[src/rtl/alu_pkg.sv]
// Shared opcodes and FSM state encoding for the multi-cycle ALU.
package alu_pkg;

  localparam logic [4:0] OP_AND  = 5'b00000;
  localparam logic [4:0] OP_OR   = 5'b00001;
  localparam logic [4:0] OP_ADD  = 5'b00010;
  localparam logic [4:0] OP_SUB  = 5'b10010;
  localparam logic [4:0] OP_SLT  = 5'b10011;
  localparam logic [4:0] OP_BLT  = 5'b00111;
  localparam logic [4:0] OP_LHU  = 5'b00101;
  localparam logic [4:0] OP_LI   = 5'b01000;
  localparam logic [4:0] OP_MOVZ = 5'b00100;
  localparam logic [4:0] OP_MIX4 = 5'b01001;
  localparam logic [4:0] OP_SLLV = 5'b00110;

  typedef enum logic [1:0] {
    IDLE,
    SHIFT,
    DONE
  } alu_state_t;

endpackage

[src/rtl/alu_comb.sv]
// Single-cycle op evaluator; SLLV here only covers the zero-shift case.
module alu_comb
  import alu_pkg::*;
#(
  parameter int WIDTH = 32
) (
  input  logic [4:0]       alucontrol,
  input  logic [WIDTH-1:0] a,
  input  logic [WIDTH-1:0] b,
  output logic [WIDTH-1:0] value,
  output logic             movz_we,
  output logic             illegal
);

  logic [WIDTH-1:0] mix;
  logic             lt;

  // odd nibbles (counting from LSB) come from a, so the top nibble is a's
  always_comb begin
    mix = '0;
    for (int i = 0; i < WIDTH / 4; i++) begin
      mix[i*4 +: 4] = (i % 2 == 1) ? a[i*4 +: 4] : b[i*4 +: 4];
    end
  end

  assign lt = $signed(a) < $signed(b);

  always_comb begin
    value   = '0;
    movz_we = 1'b0;
    illegal = 1'b0;
    unique case (alucontrol)
      OP_AND:  value = a & b;
      OP_OR:   value = a | b;
      OP_ADD:  value = a + b;
      OP_SUB:  value = a - b;
      OP_SLT:  value = {{(WIDTH-1){1'b0}}, lt};
      OP_BLT:  value = {{(WIDTH-1){1'b0}}, lt};
      OP_LHU:  value = a + b;
      OP_LI:   value = b;
      OP_MOVZ: begin
        value   = a;
        movz_we = (b == '0);
      end
      OP_MIX4: value = mix;
      OP_SLLV: value = b;
      default: illegal = 1'b1;
    endcase
  end

endmodule

[src/rtl/alu_mc.sv]
// Multi-cycle execute unit: one-cycle ops plus bit-serial SLLV,
// with registered result/flags and a one-cycle done pulse.
module alu_mc
  import alu_pkg::*;
#(
  parameter  int WIDTH = 32,
  localparam int SHW   = $clog2(WIDTH)
) (
  input  logic             clk,
  input  logic             reset,
  input  logic             start,
  input  logic [4:0]       alucontrol,
  input  logic [WIDTH-1:0] a,
  input  logic [WIDTH-1:0] b,
  output logic             busy,
  output logic             done,
  output logic [WIDTH-1:0] result,
  output logic             zero,
  output logic             movz_we,
  output logic             illegal
);

  alu_state_t       state_q, state_d;
  logic [WIDTH-1:0] work_q, work_d;
  logic [SHW-1:0]   cnt_q, cnt_d;
  logic [WIDTH-1:0] result_q, result_d;
  logic             zero_q, zero_d;
  logic             movz_q, movz_d;
  logic             ill_q, ill_d;
  logic             done_q, done_d;
  logic             busy_q, busy_d;

  logic [WIDTH-1:0] c_value;
  logic             c_movz;
  logic             c_ill;
  logic [SHW-1:0]   shamt;
  logic [WIDTH-1:0] work_sh;

  alu_comb #(
    .WIDTH(WIDTH)
  ) u_comb (
    .alucontrol(alucontrol),
    .a         (a),
    .b         (b),
    .value     (c_value),
    .movz_we   (c_movz),
    .illegal   (c_ill)
  );

  assign shamt   = a[SHW-1:0];
  assign work_sh = work_q << 1;

  always_comb begin
    state_d  = state_q;
    work_d   = work_q;
    cnt_d    = cnt_q;
    result_d = result_q;
    zero_d   = zero_q;
    movz_d   = movz_q;
    ill_d    = ill_q;
    done_d   = 1'b0;
    busy_d   = busy_q;
    unique case (state_q)
      IDLE: begin
        if (start) begin
          busy_d = 1'b1;
          if (alucontrol == OP_SLLV && shamt != '0) begin
            state_d = SHIFT;
            work_d  = b;
            cnt_d   = shamt;
          end else begin
            state_d  = DONE;
            result_d = c_value;
            zero_d   = (c_value == '0);
            movz_d   = c_movz;
            ill_d    = c_ill;
            done_d   = 1'b1;
          end
        end
      end
      SHIFT: begin
        work_d = work_sh;
        cnt_d  = cnt_q - SHW'(1);
        // last step lands the shifted value straight in result
        if (cnt_q == SHW'(1)) begin
          state_d  = DONE;
          result_d = work_sh;
          zero_d   = (work_sh == '0);
          movz_d   = 1'b0;
          ill_d    = 1'b0;
          done_d   = 1'b1;
        end
      end
      DONE: begin
        state_d = IDLE;
        busy_d  = 1'b0;
      end
      default: begin
        state_d = IDLE;
        busy_d  = 1'b0;
      end
    endcase
  end

  always_ff @(posedge clk or posedge reset) begin
    if (reset) begin
      state_q  <= IDLE;
      work_q   <= '0;
      cnt_q    <= '0;
      result_q <= '0;
      zero_q   <= 1'b1;
      movz_q   <= 1'b0;
      ill_q    <= 1'b0;
      done_q   <= 1'b0;
      busy_q   <= 1'b0;
    end else begin
      state_q  <= state_d;
      work_q   <= work_d;
      cnt_q    <= cnt_d;
      result_q <= result_d;
      zero_q   <= zero_d;
      movz_q   <= movz_d;
      ill_q    <= ill_d;
      done_q   <= done_d;
      busy_q   <= busy_d;
    end
  end

  assign busy    = busy_q;
  assign done    = done_q;
  assign result  = result_q;
  assign zero    = zero_q;
  assign movz_we = movz_q;
  assign illegal = ill_q;

endmodule

[config.mk]
export PLATFORM = sky130hd
export DESIGN_NAME = alu_mc
export DESIGN_NICKNAME = d
export VERILOG_FILES = /design/src/rtl/alu_pkg.sv /design/src/rtl/alu_comb.sv /design/src/rtl/alu_mc.sv
export SDC_FILE = /design/constraint.sdc
export NUM_CORES = 1
export LEC_CHECK = 0
export ABC_CLOCK_PERIOD_IN_PS = 6180
export CORE_MARGIN = 5
export CORE_UTILIZATION = 59
export CTS_CLUSTER_DIAMETER = 150
export DETAILED_ROUTE_END_ITERATION = 16
export PLACE_DENSITY = 0.84
export SLEW_MARGIN = 20
export SYNTH_ARGS = -nofsm -noshare
export SYNTH_HDL_FRONTEND = slang
export SYNTH_SLANG_ARGS = --single-unit
[constraint.sdc]
create_clock -name clk -period 6.18 [get_ports clk]
set_clock_uncertainty 0.15 [all_clocks]
set_input_delay 1.545 -clock clk [delete_from_list [all_inputs] [get_ports clk]]
set_output_delay 1.545 -clock clk [all_outputs]
set_load 0.02 [all_outputs]
==> impl_metrics.py <==
metrics = {
    "logic_synthesis": {
        "yosysTopAreaCell": "dfrtp_1",
        "avgSynthCellArea_sq_um": 7.29,
        "syn_inst": 1265,
        "ys.flop_type": "dfrtp_1",
        "synth_commonest_cells": "nand2_1 (132), nor2_1 (125), o21ai_0 (103)",
        "synth_area_sq_mm": 0.00922,
        "synth_most_common_cell": "nand2_1",
        "async_flop_share_pct": 100,
        "ys_seq_elements": 75,
        "yosysSeqAreaShare_pct": 20.4,
        "ys_types": 85,
        "ys_top_cells_by_area": "dfrtp_1 (20%), ha_1 (13%), o21ai_0 (5.6%)",
        "synthDominantCellAreaShare_pct": 20.1,
        "synth_edf_count": 0,
        "ys_warn_count": 0,
        "syn-num-nets": 1437,
    },
    "critical_path": {
        "critPathMaxFanout": 10,
        "r2r-end": "zero$_DFFE_PP1P_",
        "r2r_cells": 12,
        "critPathCapture": "zero$_DFFE_PP1P_",
        "path_class": "primary input to flip-flop",
        "crit_path_start": "b[4]",
        "cp_data_arrival_time_ns": 5.90,
        "regToRegStartpoint": "state_q[0]$_DFFE_PP0P_",
        "crit_path_end_kind": "flip-flop",
        "cp.required_ns": 6.29,
        "critPathLaunchType": "primary input",
        "rrSetupSlack_ns": 3.05,
    },
    "global_route": {
        "antenna_found_initial": 1,
        "busiest_layer": "met2",
        "grt_overflow_total": 0,
        "gr-usage-met3_pct": 9.20,
        "grt_pass1_vias": 10034,
        "grt_use_total_pct": 39.2,
        "grt_util_met1_pct": 53.3,
        "grt_max_degree": 65,
        "grt_pass1_wl_um": 55900,
        "use_met2_pct": 61.3,
    },
    "routing": {
        "vias": 10917,
        "drtIter0Drc": 1590,
        "wl_um": 37000,
        "avgRoutedWirePerCell_um": 23.7,
        "ant_nets": 0,
        "post-route-drc-count": 0,
        "viasPerCell": 6.99,
        "drt_pass1_iterations": 6,
    },
    "run_status": {
        "status": "completed",
    },
    "clock_network": {
        "holdBufCountCts": 0,
        "ctsResizeCount": 0,
        "cts_root_buf": "clkbuf_16",
        "cts_buffers": 9,
        "clock_path_buffers": 2,
        "clk_pin_slew_worst_paths_ns": 0.05,
        "clock_sinks": 75,
        "clkLatencyLatePin_ns": 0.34,
        "postCtsSetupRepairBufs": 0,
        "cts_tree": "done",
        "h-tree-depth": 3,
    },
    "placed_design": {
        "gp_congestion": 1.02,
        "place_hpwl_um": 28600,
        "portBuffers": 108,
    },
    "sta": {
        "tns_ns": 0,
        "fmax_mhz": 173,
        "period_needed_ns": 5.80,
        "rsz0062_at_grt": "false",
        "drv_slew": 0,
        "finalSetupViolCount": 0,
        "timing_worst_slew_pin_value_ns": 1.11,
        "hold_violations": 0,
        "period_share_pct": 93.8,
        "max-slew-margin-rel_pct": 26.0,
        "timing.hold.ws_ns": 0.334,
    },
    "die": {
        "die_area_sq_mm": 0.0182,
        "die_h_um": 135,
        "io_pins": 109,
        "die_width_um": 135,
        "core_area_sq_mm": 0.0153,
        "initial_core_util_pct": 60.4,
        "rows": 45,
    },
    "layout": {
        "syn2layout_area_growth_pct": 17.8,
        "fin_nets": 1516,
        "drive_above_1_share_pct": 6.08,
    },
    "pwr": {
        "p_leak_uw": 0.00469,
        "max-vdd-ir-drop_mv": 0.204,
        "p_per_area_mw_per_mm2": 218,
    },
    "run": {
        "maxCapViolCount": 0,
    },
    "worst_hold_path": {
        "hold_path.class": "flip-flop to flip-flop",
    },
}
[worst min-delay path by stage]
stage          slack, ns                   from  cells after the start                     to
2_1_floorplan       0.30   cnt_q[4]$_DFFE_PP0P_                      2   cnt_q[4]$_DFFE_PP0P_
3_3_place_gp        0.30  result[4]$_DFFE_PP0P_                      2  result[4]$_DFFE_PP0P_
3_5_place_dp        0.31  result[4]$_DFFE_PP0P_                      2  result[4]$_DFFE_PP0P_
4_1_cts             0.34  result[4]$_DFFE_PP0P_                      2  result[4]$_DFFE_PP0P_
5_1_grt             0.37  result[3]$_DFFE_PP0P_                      1  result[3]$_DFFE_PP0P_
6_report            0.33  result[4]$_DFFE_PP0P_                      2  result[4]$_DFFE_PP0P_
[power breakdown]
group / switching [uW] / leakage (uW) / internal, uW
clock: 205 / 0.000155 / 344
sequential: 175 / 0.000919 / 649
combinational: 600 / 0.00362 / 400
[stage by stage]
stage	setup WS, ns	power [uW]	util (%)	instance area [sq um]	instances
3_3_place_gp	0.316	1740	69.1	10500	1544
6_report	0.385	2370	71.2	10900	1561
5_1_grt	0.144	2480	71.2	10900	1560
2_1_floorplan	1.51	1370	-	9220	1265
3_5_place_dp	0.222	1770	69.1	10500	1544
4_1_cts	0.525	2330	71.2	10900	1560
[cells in the final DEF, fill, tap and decap left out, types with 6 or more instances in the layout]
cell / instances
nand2_1: 132
a21oi_1: 97
a211o_1: 7
nand2b_1: 13
dfrtp_1: 74
clkbuf_16: 9
o21a_1: 10
inv_1: 95
or2_2: 6
nand3_1: 29
a21o_1: 17
a311oi_1: 10
nand4_1: 13
a31oi_1: 21
xnor2_1: 10
nor3_1: 22
o2bb2ai_1: 6
and2_1: 6
o2111ai_1: 6
o31ai_1: 14
buf_4: 35
o211ai_1: 15
o221ai_1: 6
nor4_1: 29
or3_1: 7
nor2_1: 124
o21ai_1: 9
ha_1: 98
o21ai_0: 103
clkdlybuf4s50_1: 108
a211oi_1: 21
a221o_1: 28
nor2b_1: 12
a221oi_1: 13
o21bai_1: 6
a22oi_1: 21
[sequential cells by signal (all words and copies together), names as in the netlist, 2 cells and up]
| name | flops |
|---|---|
| work_q | 31 |
| result | 32 |
| state_q | 2 |
| cnt_q | 5 |
[kinds of logic (layout without fill, tap and decap cells)]
family | after synthesis | in the layout | synth area share [%]
AO/OA/AOI/OAI | 474 | 474 | 35.1
AND/OR/NAND/NOR | 424 | 424 | 21.7
buffers and inverters | 173 | 257 | 7.15
adder cells (fa/ha/maj) | 100 | 100 | 13.7
flip-flops | 75 | 75 | 20.4
XOR/XNOR | 11 | 11 | 1.05
multiplexers | 8 | 8 | 0.909
other | 0 | 1 | 0
[critical path: stages]
cell and delay (ns):
clkdlybuf4s50_1 0.68, inv_1 0.12, ha_1 0.47, inv_1 0.12, a221oi_1 0.48, a21boi_1 0.19
o211ai_1 0.61, a21boi_1 0.16, mux2i_1 0.15, a2111oi_0 0.46, buf_4 0.24, nand3_1 0.08
nor4_1 0.26, nand4_1 0.15, o31ai_2 0.20
[final cells by class]
| class | instances | area [sq um] |
|---|---|---|
| Clock buffer | 12 | 267 |
| Clock inverter | 4 | 47.5 |
| Antenna cell | 1 | 2.50 |
| Sequential cell | 75 | 1880 |
| Fill cell | 1239 | 4400 |
| Timing Repair Buffer | 143 | 1340 |
| Inverter | 98 | 368 |
| Tap cell | 211 | 264 |
| Multi-Input combinational cell | 1017 | 6690 |
[layer usage]
metal  up-vias  part of all wire [%]
met4         2                   4.0
met5         -                 0.051
li1       4851                     -
met2       781                    45
met3       131                    12
met1      5152                    39
Note: power is estimated with default switching activity, not from simulation.
